`config.mk`:
```
export PLATFORM = sky130hd
export DESIGN_NAME = fifo_rr_arbiter
export DESIGN_NICKNAME = d
export VERILOG_FILES = /design/src/rtl/fifo_rr_arbiter.sv
export SDC_FILE = /design/constraint.sdc
export NUM_CORES = 1
export LEC_CHECK = 0
export CAP_MARGIN = 40
export CORE_MARGIN = 2
export CORE_UTILIZATION = 33
export CTS_CLUSTER_DIAMETER = 40
export DETAILED_ROUTE_END_ITERATION = 8
export GPL_TIMING_DRIVEN = 0
export PLACE_DENSITY = 0.67
export RECOVER_POWER = 100
export SYNTH_ARGS = -nofsm -noshare
export SYNTH_HDL_FRONTEND = slang
export SYNTH_SLANG_ARGS = --single-unit
```
`constraint.sdc`:
```
create_clock -name clk -period 3.98 [get_ports clk]
set_clock_uncertainty 0.15 [all_clocks]
set_input_delay 0.398 -clock clk [delete_from_list [all_inputs] [get_ports clk]]
set_output_delay 0.398 -clock clk [all_outputs]
set_load 0.01 [all_outputs]
```
`src/rtl/fifo_rr_arbiter.sv`:
```
// Round-robin read scheduler: drains several upstream FIFOs into one downstream
// FIFO, distributes threshold configuration and aggregates error flags.
module fifo_rr_arbiter #(
  parameter int unsigned data_width    = 6,
  parameter int unsigned address_width = 2,
  parameter int unsigned num_fifos     = 4
) (
  input  logic                            clk,
  input  logic                            reset,
  input  logic                            init,
  input  logic [address_width-1:0]        umbral_af_in,
  input  logic [address_width-1:0]        umbral_ae_in,
  input  logic [num_fifos-1:0]            empty_in,
  input  logic [num_fifos-1:0]            error_in,
  input  logic [num_fifos*data_width-1:0] data_in,
  input  logic                            almost_full_out,
  output logic [num_fifos-1:0]            pop_out,
  output logic                            push_out,
  output logic [data_width-1:0]           data_out,
  output logic [address_width-1:0]        umbral_af,
  output logic [address_width-1:0]        umbral_ae,
  output logic [1:0]                      state,
  output logic                            idle_out,
  output logic                            error_out
);

  localparam int unsigned IdxW = (num_fifos > 1) ? $clog2(num_fifos) : 1;

  typedef enum logic [1:0] {
    StReset  = 2'd0,
    StInit   = 2'd1,
    StIdle   = 2'd2,
    StActive = 2'd3
  } state_e;

  state_e                  state_q, state_d;
  logic [IdxW-1:0]         ptr_q, ptr_d;
  logic [IdxW-1:0]         sel_q, sel_d;
  logic [IdxW-1:0]         gnt_idx;
  logic                    gnt_found;
  logic [num_fifos-1:0]    pop_q, pop_d;
  logic                    vld_q, vld_d;
  logic                    push_q, push_d;
  logic [data_width-1:0]   data_q, data_d;
  logic [data_width-1:0]   slice;
  logic [address_width-1:0] af_q, af_d, ae_q, ae_d;
  logic                    err_q, err_d;
  logic                    in_flight;

  // A word is in flight from its pop cycle until the cycle before its push.
  assign in_flight = (|pop_q) | vld_q;

  // Round-robin search: first non-empty FIFO after the pointer, wrapping around.
  always_comb begin
    gnt_idx   = '0;
    gnt_found = 1'b0;
    for (int unsigned k = 1; k <= num_fifos; k++) begin
      if (!gnt_found && !empty_in[ptr_q + IdxW'(k)]) begin
        gnt_idx   = ptr_q + IdxW'(k);
        gnt_found = 1'b1;
      end
    end
  end

  // FSM next state, grant decision and threshold loading.
  always_comb begin
    state_d = state_q;
    ptr_d   = ptr_q;
    pop_d   = '0;
    af_d    = af_q;
    ae_d    = ae_q;
    if (init) begin
      af_d = umbral_af_in;
      ae_d = umbral_ae_in;
    end
    case (state_q)
      StReset: state_d = StInit;
      StInit: begin
        if (!init) state_d = StIdle;
      end
      StIdle: begin
        if (init) begin
          state_d = StInit;
        end else if (!(&empty_in) && !almost_full_out) begin
          state_d = StActive;
        end
      end
      StActive: begin
        if (init) begin
          state_d = StInit;
        end else begin
          if (!almost_full_out && gnt_found) begin
            pop_d[gnt_idx] = 1'b1;
            ptr_d          = gnt_idx;
          end
          if ((&empty_in) && !in_flight) state_d = StIdle;
        end
      end
      default: state_d = StReset;
    endcase
  end

  // Read-data pipeline: remember which FIFO was popped, capture its word next cycle.
  always_comb begin
    sel_d = '0;
    for (int unsigned i = 0; i < num_fifos; i++) begin
      if (pop_q[i]) sel_d = IdxW'(i);
    end
    slice = '0;
    for (int unsigned i = 0; i < num_fifos; i++) begin
      if (sel_q == IdxW'(i)) slice = data_in[i*data_width +: data_width];
    end
    vld_d  = |pop_q;
    push_d = vld_q;
    data_d = vld_q ? slice : data_q;
    err_d  = err_q | (|error_in);
  end

  // State registers; pointer resets to the last FIFO so FIFO 0 wins first.
  always_ff @(posedge clk or negedge reset) begin
    if (!reset) begin
      state_q <= StReset;
      ptr_q   <= IdxW'(num_fifos - 1);
      sel_q   <= '0;
      pop_q   <= '0;
      vld_q   <= 1'b0;
      push_q  <= 1'b0;
      data_q  <= '0;
      af_q    <= '0;
      ae_q    <= '0;
      err_q   <= 1'b0;
    end else begin
      state_q <= state_d;
      ptr_q   <= ptr_d;
      sel_q   <= sel_d;
      pop_q   <= pop_d;
      vld_q   <= vld_d;
      push_q  <= push_d;
      data_q  <= data_d;
      af_q    <= af_d;
      ae_q    <= ae_d;
      err_q   <= err_d;
    end
  end

  assign pop_out   = pop_q;
  assign push_out  = push_q;
  assign data_out  = data_q;
  assign umbral_af = af_q;
  assign umbral_ae = ae_q;
  assign state     = state_q;
  assign idle_out  = (state_q == StIdle) && !in_flight;
  assign error_out = err_q;

endmodule

```
# Word-level counts from Yosys, hierarchy flattened
# Cells that the tools add are included.
# totals
ff_bits,23
out_inout_bits,19
in_bits,40
# classes
magnitude_cmp,6
bitwise,3
n_eq_ne,9
muxes,34
n_reduce_logical,23
addsub,3
# op_table
cell,n
6-bit two-way mux,4
2-bit two-way mux,11
"2-bit by 3-bit less-than comparator with 1-bit output, second input constant",5
4-bit two-way mux,3
1-bit two-way mux,10
1-bit binary-select mux with 2-bit select,4
"2-bit == test, second input constant",4
1-bit logical AND,8
1-bit logical NOT,8
2-bit case mux with 4 select lines,1
4-bit OR reduction,2
"3-bit inequality test, second input constant",2
3-bit AND reduction,2
"2-bit adder, second input constant",2
"2-bit by 1-bit == test with 1-bit output, second input constant",2
2-bit logical NOT,2
4-bit AND reduction,1
"2-bit by 1-bit adder with 2-bit output, second input constant",1
1-bit demux with 2-bit select,1
"2-bit by 1-bit greater-or-equal comparator with 1-bit output, second input constant",1
"2-bit inequality test, second input constant",1
1-bit OR,2
1-bit inverter,1

# Logic depth before layout (Yosys ltp)
# depth
depth_word,19
mapped_depth,4
depth_no_buf,4

# Worst setup path after synthesis
# No wires, ideal clock.
# synth_path
kind,flip-flop to output port
from,"reg pop_q[1], in the netlist pop_out[1]"
to,out idle_out
setup_slack_ns,1.946
arrival_ns,1.486
path_stages_with_launch,4
required_time_ns,3.432
path_cell_list,dfrtp_1 -> or4_4 -> or2_1 -> nor3b_1
# synth_via
elab_chain_len,4
# synth_rtl
element,line,text
from (decl),41,"logic [num_fifos-1:0] pop_q, pop_d;"
from (signal assigned),136,pop_q <= pop_d;
4-bit OR reduction,--,
net vld_d,42,"logic vld_q, vld_d;"
1-bit OR,51,assign in_flight = (|pop_q) | vld_q;
1-bit logical NOT,152,assign idle_out = (state_q == StIdle) && !in_flight;
1-bit logical AND,152,
to (decl),23,"output logic idle_out,"
# The timed path passes the listed nets, and every way through them passes these cells.

# Worst setup path after layout
# layout_path
from,"reg pop_q[2], in the netlist pop_out[2]"
to,out idle_out
# Same word-level chain as after synthesis.

==> results <==
- Setup slack on the worst reg-to-reg path comes out at 2.15 ns.
- 0 antenna diodes ended up in the layout.
- The latest clock arrival within the worst-skew pair is 0.29 ns.
- The placer's final routability congestion estimate is 0.749.
- The worst vdd rail ir drop is 251 uV.
- Along the worst path, the maximum fanout reaches 4.
- The cell area that synthesis handed to floorplanning was 0.00107 mm^2.
- For the worst setup path, the data required time is 3.43 ns.
- The worst register-to-register path has a depth of 3.
- Summed over all layers, the global routing overflow is 0.
- STA classifies the critical path startpoint as a register.
- The half-perimeter wire length after detailed placement is 2010 um.
- The capture endpoint of the worst hold path is push_out$_DFF_PN0_.
- Summed over all failing endpoints, the final setup total negative slack is 0 ns.
- The number of antenna violations at the first check in global routing was 0.
- The beginning of the worst hold path is push_d$_DFF_PN0_.
- The worst hold path was traced through 0 stages.
- The fraction of the yosys area taken by sequential cells is 0.538.
- Clock tree synthesis found a total of 23 sinks.
- The count of buffers from port buffering is 58.
- The core region is 0.00308 mm^2.
- Across every metal layer, demand over resource in global routing totals 0.136.
- The top achievable clock speed is 349 MHz.
- The count of final hold-check violations is 0.
- The minimum hold slack is 0.240 ns.
- In this run the critical register-to-register path is captured at data_out[4]$_DFFE_PN0P_.
- The launching element of the worst setup path is pop_out[2]$_DFF_PN0_.
- In this run the core area contains 20 standard-cell rows.
- The share of cells above drive strength 1 is 0.179.
- TritonCTS built the clock tree.
- The I/O pin count is 59.
- The fraction of registers with async set/reset is 1.00.
- By area the synthesized netlist is led by sky130_fd_sc_hd__dfrtp_1, sky130_fd_sc_hd__mux2_2, sky130_fd_sc_hd__mux4_2.
- The number of endpoints failing setup at the final stage is 0.
- Measured along the x axis, the die boundary spans 61.0 um.
- The commonest cells after synthesis are sky130_fd_sc_hd__dfrtp_1, sky130_fd_sc_hd__mux2_2, sky130_fd_sc_hd__mux4_2.
- Synthesis produced 77 cells.
- The final net count is 181.
- The number of different library cells in the post-synthesis netlist is 26.
- Setup repair after global routing left no endpoint under its margin.
- The biggest area contributor in the post-synthesis netlist is sky130_fd_sc_hd__dfrtp_1.
- The final period demand of the worst path is 2.86 ns.
- sky130_fd_sc_hd__dfrtp_1 is the most common cell in the netlist.
- The initial detailed-routing violation count is 27.
- In the synthesized netlist the dominant register cell turns out to be sky130_fd_sc_hd__dfrtp_1.
- In this run, synthesis inferred 0 flip-flops with an integrated enable.
- The wire length per cell is 12.9 um.
- The number of buffers inserted by post-CTS setup repair is 0.
- The leakage dissipation is 0.713 nW.
- The first global-routing pass estimated 3810 um of wire.
- The final-report max-slew violation count is 0.
- The critical path class is register to output port.
- The portion of synthesized cell area occupied by the leading cell type is 0.490.
- The average size of a mapped cell is 13.9 um^2.
- CTS placed an instance of sky130_fd_sc_hd__clkbuf_4 at the clock tree root.
- Using the TritonRoute via totals, the vias-per-cell ratio works out to 4.69.
- The routed design has 2370 um of wire.
- The overall die height is 61.0 um.
- The flip-flop and latch area is 578 um^2.
- The starting density of the core is 0.349.
- The start of the worst register-to-register path is sel_q[0]$_DFF_PN0_.
- Once placement completed, the tool counted placed cells totaling 180.
- The final cell count without fillers is 184.
- The remaining design rule violation count is 0.
- STA puts the critical path data arrival time at 2.32 ns.
- Power spread over the standard cell area amounts to 382 mW/mm^2.
- The number of buffers created by CTS is 3.
- In the final layout, the multi-input gates occupy 464 um^2.
- Synthesis produced a netlist with a net count of 117.
- The H-tree level count is 1.
- After synthesis the netlist holds a flip-flop and latch count of 23.
- The number of gates resized after CTS was 0.
- The clock passes through at most 2 buffers.
- The total iterations of the first detailed-routing run is 3.
- The pin count of the biggest net entering global routing is 17.
- The number of global-route vias before repair is 906.
- The post-synthesis to final-layout area growth is 60.8%.
- The number of max-cap violations is 0.
- The final period utilization is 0.720.
- Headroom to the max-slew limit came out at 0.451.
- The warning count from the yosys run is 0.
- Clock-pin slew was measured on the worst setup and hold paths at 0.11 ns.
- In this run the worst hold path is classified as register to register.
- The number of antenna-violating nets in the routed design is 0.
- The flow ran to the end, and the final reports show no timing, DRC or antenna violations.
- The floorplan step defined a die boundary enclosing 0.00373 mm^2.
- The number of vias in the routed layout is 863.
- The pin slew with the least headroom to its limit is 0.823 ns.
- The total of fill cells in the finished design is 283.
- For this design, the CTS-stage hold fixing added 0 buffers.
- STA classifies the critical path endpoint as an output port.
[how the worst max path moves through the flow]
stage               endpoint  slack [ns]  depth (start not counted)
detailed placement  idle_out        1.50                          4
global placement    idle_out        1.52                          4
CTS                 idle_out        1.14                          4
floorplan           idle_out        1.95                          3
finish              idle_out        1.12                          4
global route        idle_out        0.94                          4
[sequential cells by signal, summed over array words and instances (netlist names)]
| name | cells |
|---|---|
| data_out | 6 |
| error_out | 1 |
| pop_out | 4 |
| ptr_q | 2 |
| push_d | 1 |
| push_out | 1 |
| sel_q | 2 |
| state | 2 |
| umbral_ae | 2 |
| umbral_af | 2 |
[layer usage]
metal | up-vias | part of all wire | global-route usage | wire (um)
li1 | 415 | - | - | -
met1 | 407 | 0.40 | 0.164 | 947
met2 | 41 | 0.47 | 0.237 | 1100
met3 | 0 | 0.13 | 0.0420 | 314
met4 | 0 | 0 | 0.0342 | 0
met5 | - | 0 | 0 | 0
[report_power, final]
| group | total (mW) | switching, mW | leakage, nW | internal (mW) |
|---|---|---|---|---|
| registers | 0.322 | 0.0307 | 0.281 | 0.291 |
| clock network | 0.100 | 0.0612 | 0.0150 | 0.0389 |
| logic | 0.238 | 0.0866 | 0.416 | 0.152 |
| total | 0.660 | 0.178 | 0.713 | 0.482 |
[final cells by class]
cell class              count  share of cell area
flip-flops and latches     23               0.335
inverters                   3             0.00652
plain buffers               2             0.00435
clock buffers               4              0.0152
well taps                  44              0.0319
repair buffers             59               0.338
multi-input cells          49               0.269
[worst max-delay path: stages (launching register included)]
cell and delay [ns]:
sky130_fd_sc_hd__dfrtp_1 0.41, sky130_fd_sc_hd__or4_1 0.54, sky130_fd_sc_hd__or2_0 0.26, sky130_fd_sc_hd__nor3b_1 0.18, sky130_fd_sc_hd__dlygate4sd3_1 0.63
[placed cells by master (no fill, tap or decap)]
master,n
sky130_fd_sc_hd__clkbuf_1,4
sky130_fd_sc_hd__a2111oi_0,1
sky130_fd_sc_hd__or3b_1,1
sky130_fd_sc_hd__mux4_2,6
sky130_fd_sc_hd__o21ai_0,2
sky130_fd_sc_hd__mux2_2,12
sky130_fd_sc_hd__and2_2,1
sky130_fd_sc_hd__o32ai_1,1
sky130_fd_sc_hd__and2_1,1
sky130_fd_sc_hd__and4b_1,1
sky130_fd_sc_hd__or2_0,1
sky130_fd_sc_hd__nand2_1,3
sky130_fd_sc_hd__dlygate4sd3_1,23
sky130_fd_sc_hd__nor3b_1,2
sky130_fd_sc_hd__a41oi_1,1
sky130_fd_sc_hd__clkdlybuf4s50_1,35
sky130_fd_sc_hd__o22ai_1,1
sky130_fd_sc_hd__clkbuf_4,3
sky130_fd_sc_hd__dfstp_2,2
sky130_fd_sc_hd__nor3_1,1
sky130_fd_sc_hd__dfrtp_1,21
sky130_fd_sc_hd__or2_2,1
sky130_fd_sc_hd__inv_1,3
sky130_fd_sc_hd__nor2_1,5
sky130_fd_sc_hd__a21o_1,2
sky130_fd_sc_hd__nor2b_1,4
sky130_fd_sc_hd__or4_1,1
sky130_fd_sc_hd__o221ai_1,1
[stage by stage]
step | utilization | instance area [um^2] | worst slack (ns) | power, mW
2_1_floorplan | - | 1070 | 1.95 | 0.439
3_3_place_gp | 0.555 | 1710 | 1.52 | 0.579
3_5_place_dp | 0.564 | 1740 | 1.50 | 0.591
4_1_cts | 0.573 | 1760 | 1.14 | 0.692
5_1_grt | 0.561 | 1730 | 0.935 | 0.707
6_report | 0.561 | 1730 | 1.12 | 0.660
[kinds of logic after synthesis]
| group | Yosys count | share of synthesized area |
|---|---|---|
| buffers and inverters | 5 | 0.0186 |
| AND/OR/NAND/NOR | 22 | 0.122 |
| AO/OA/AOI/OAI | 9 | 0.0688 |
| multiplexers | 18 | 0.252 |
| flip-flops | 23 | 0.538 |
Note: power is estimated with default switching activity, not from simulation.
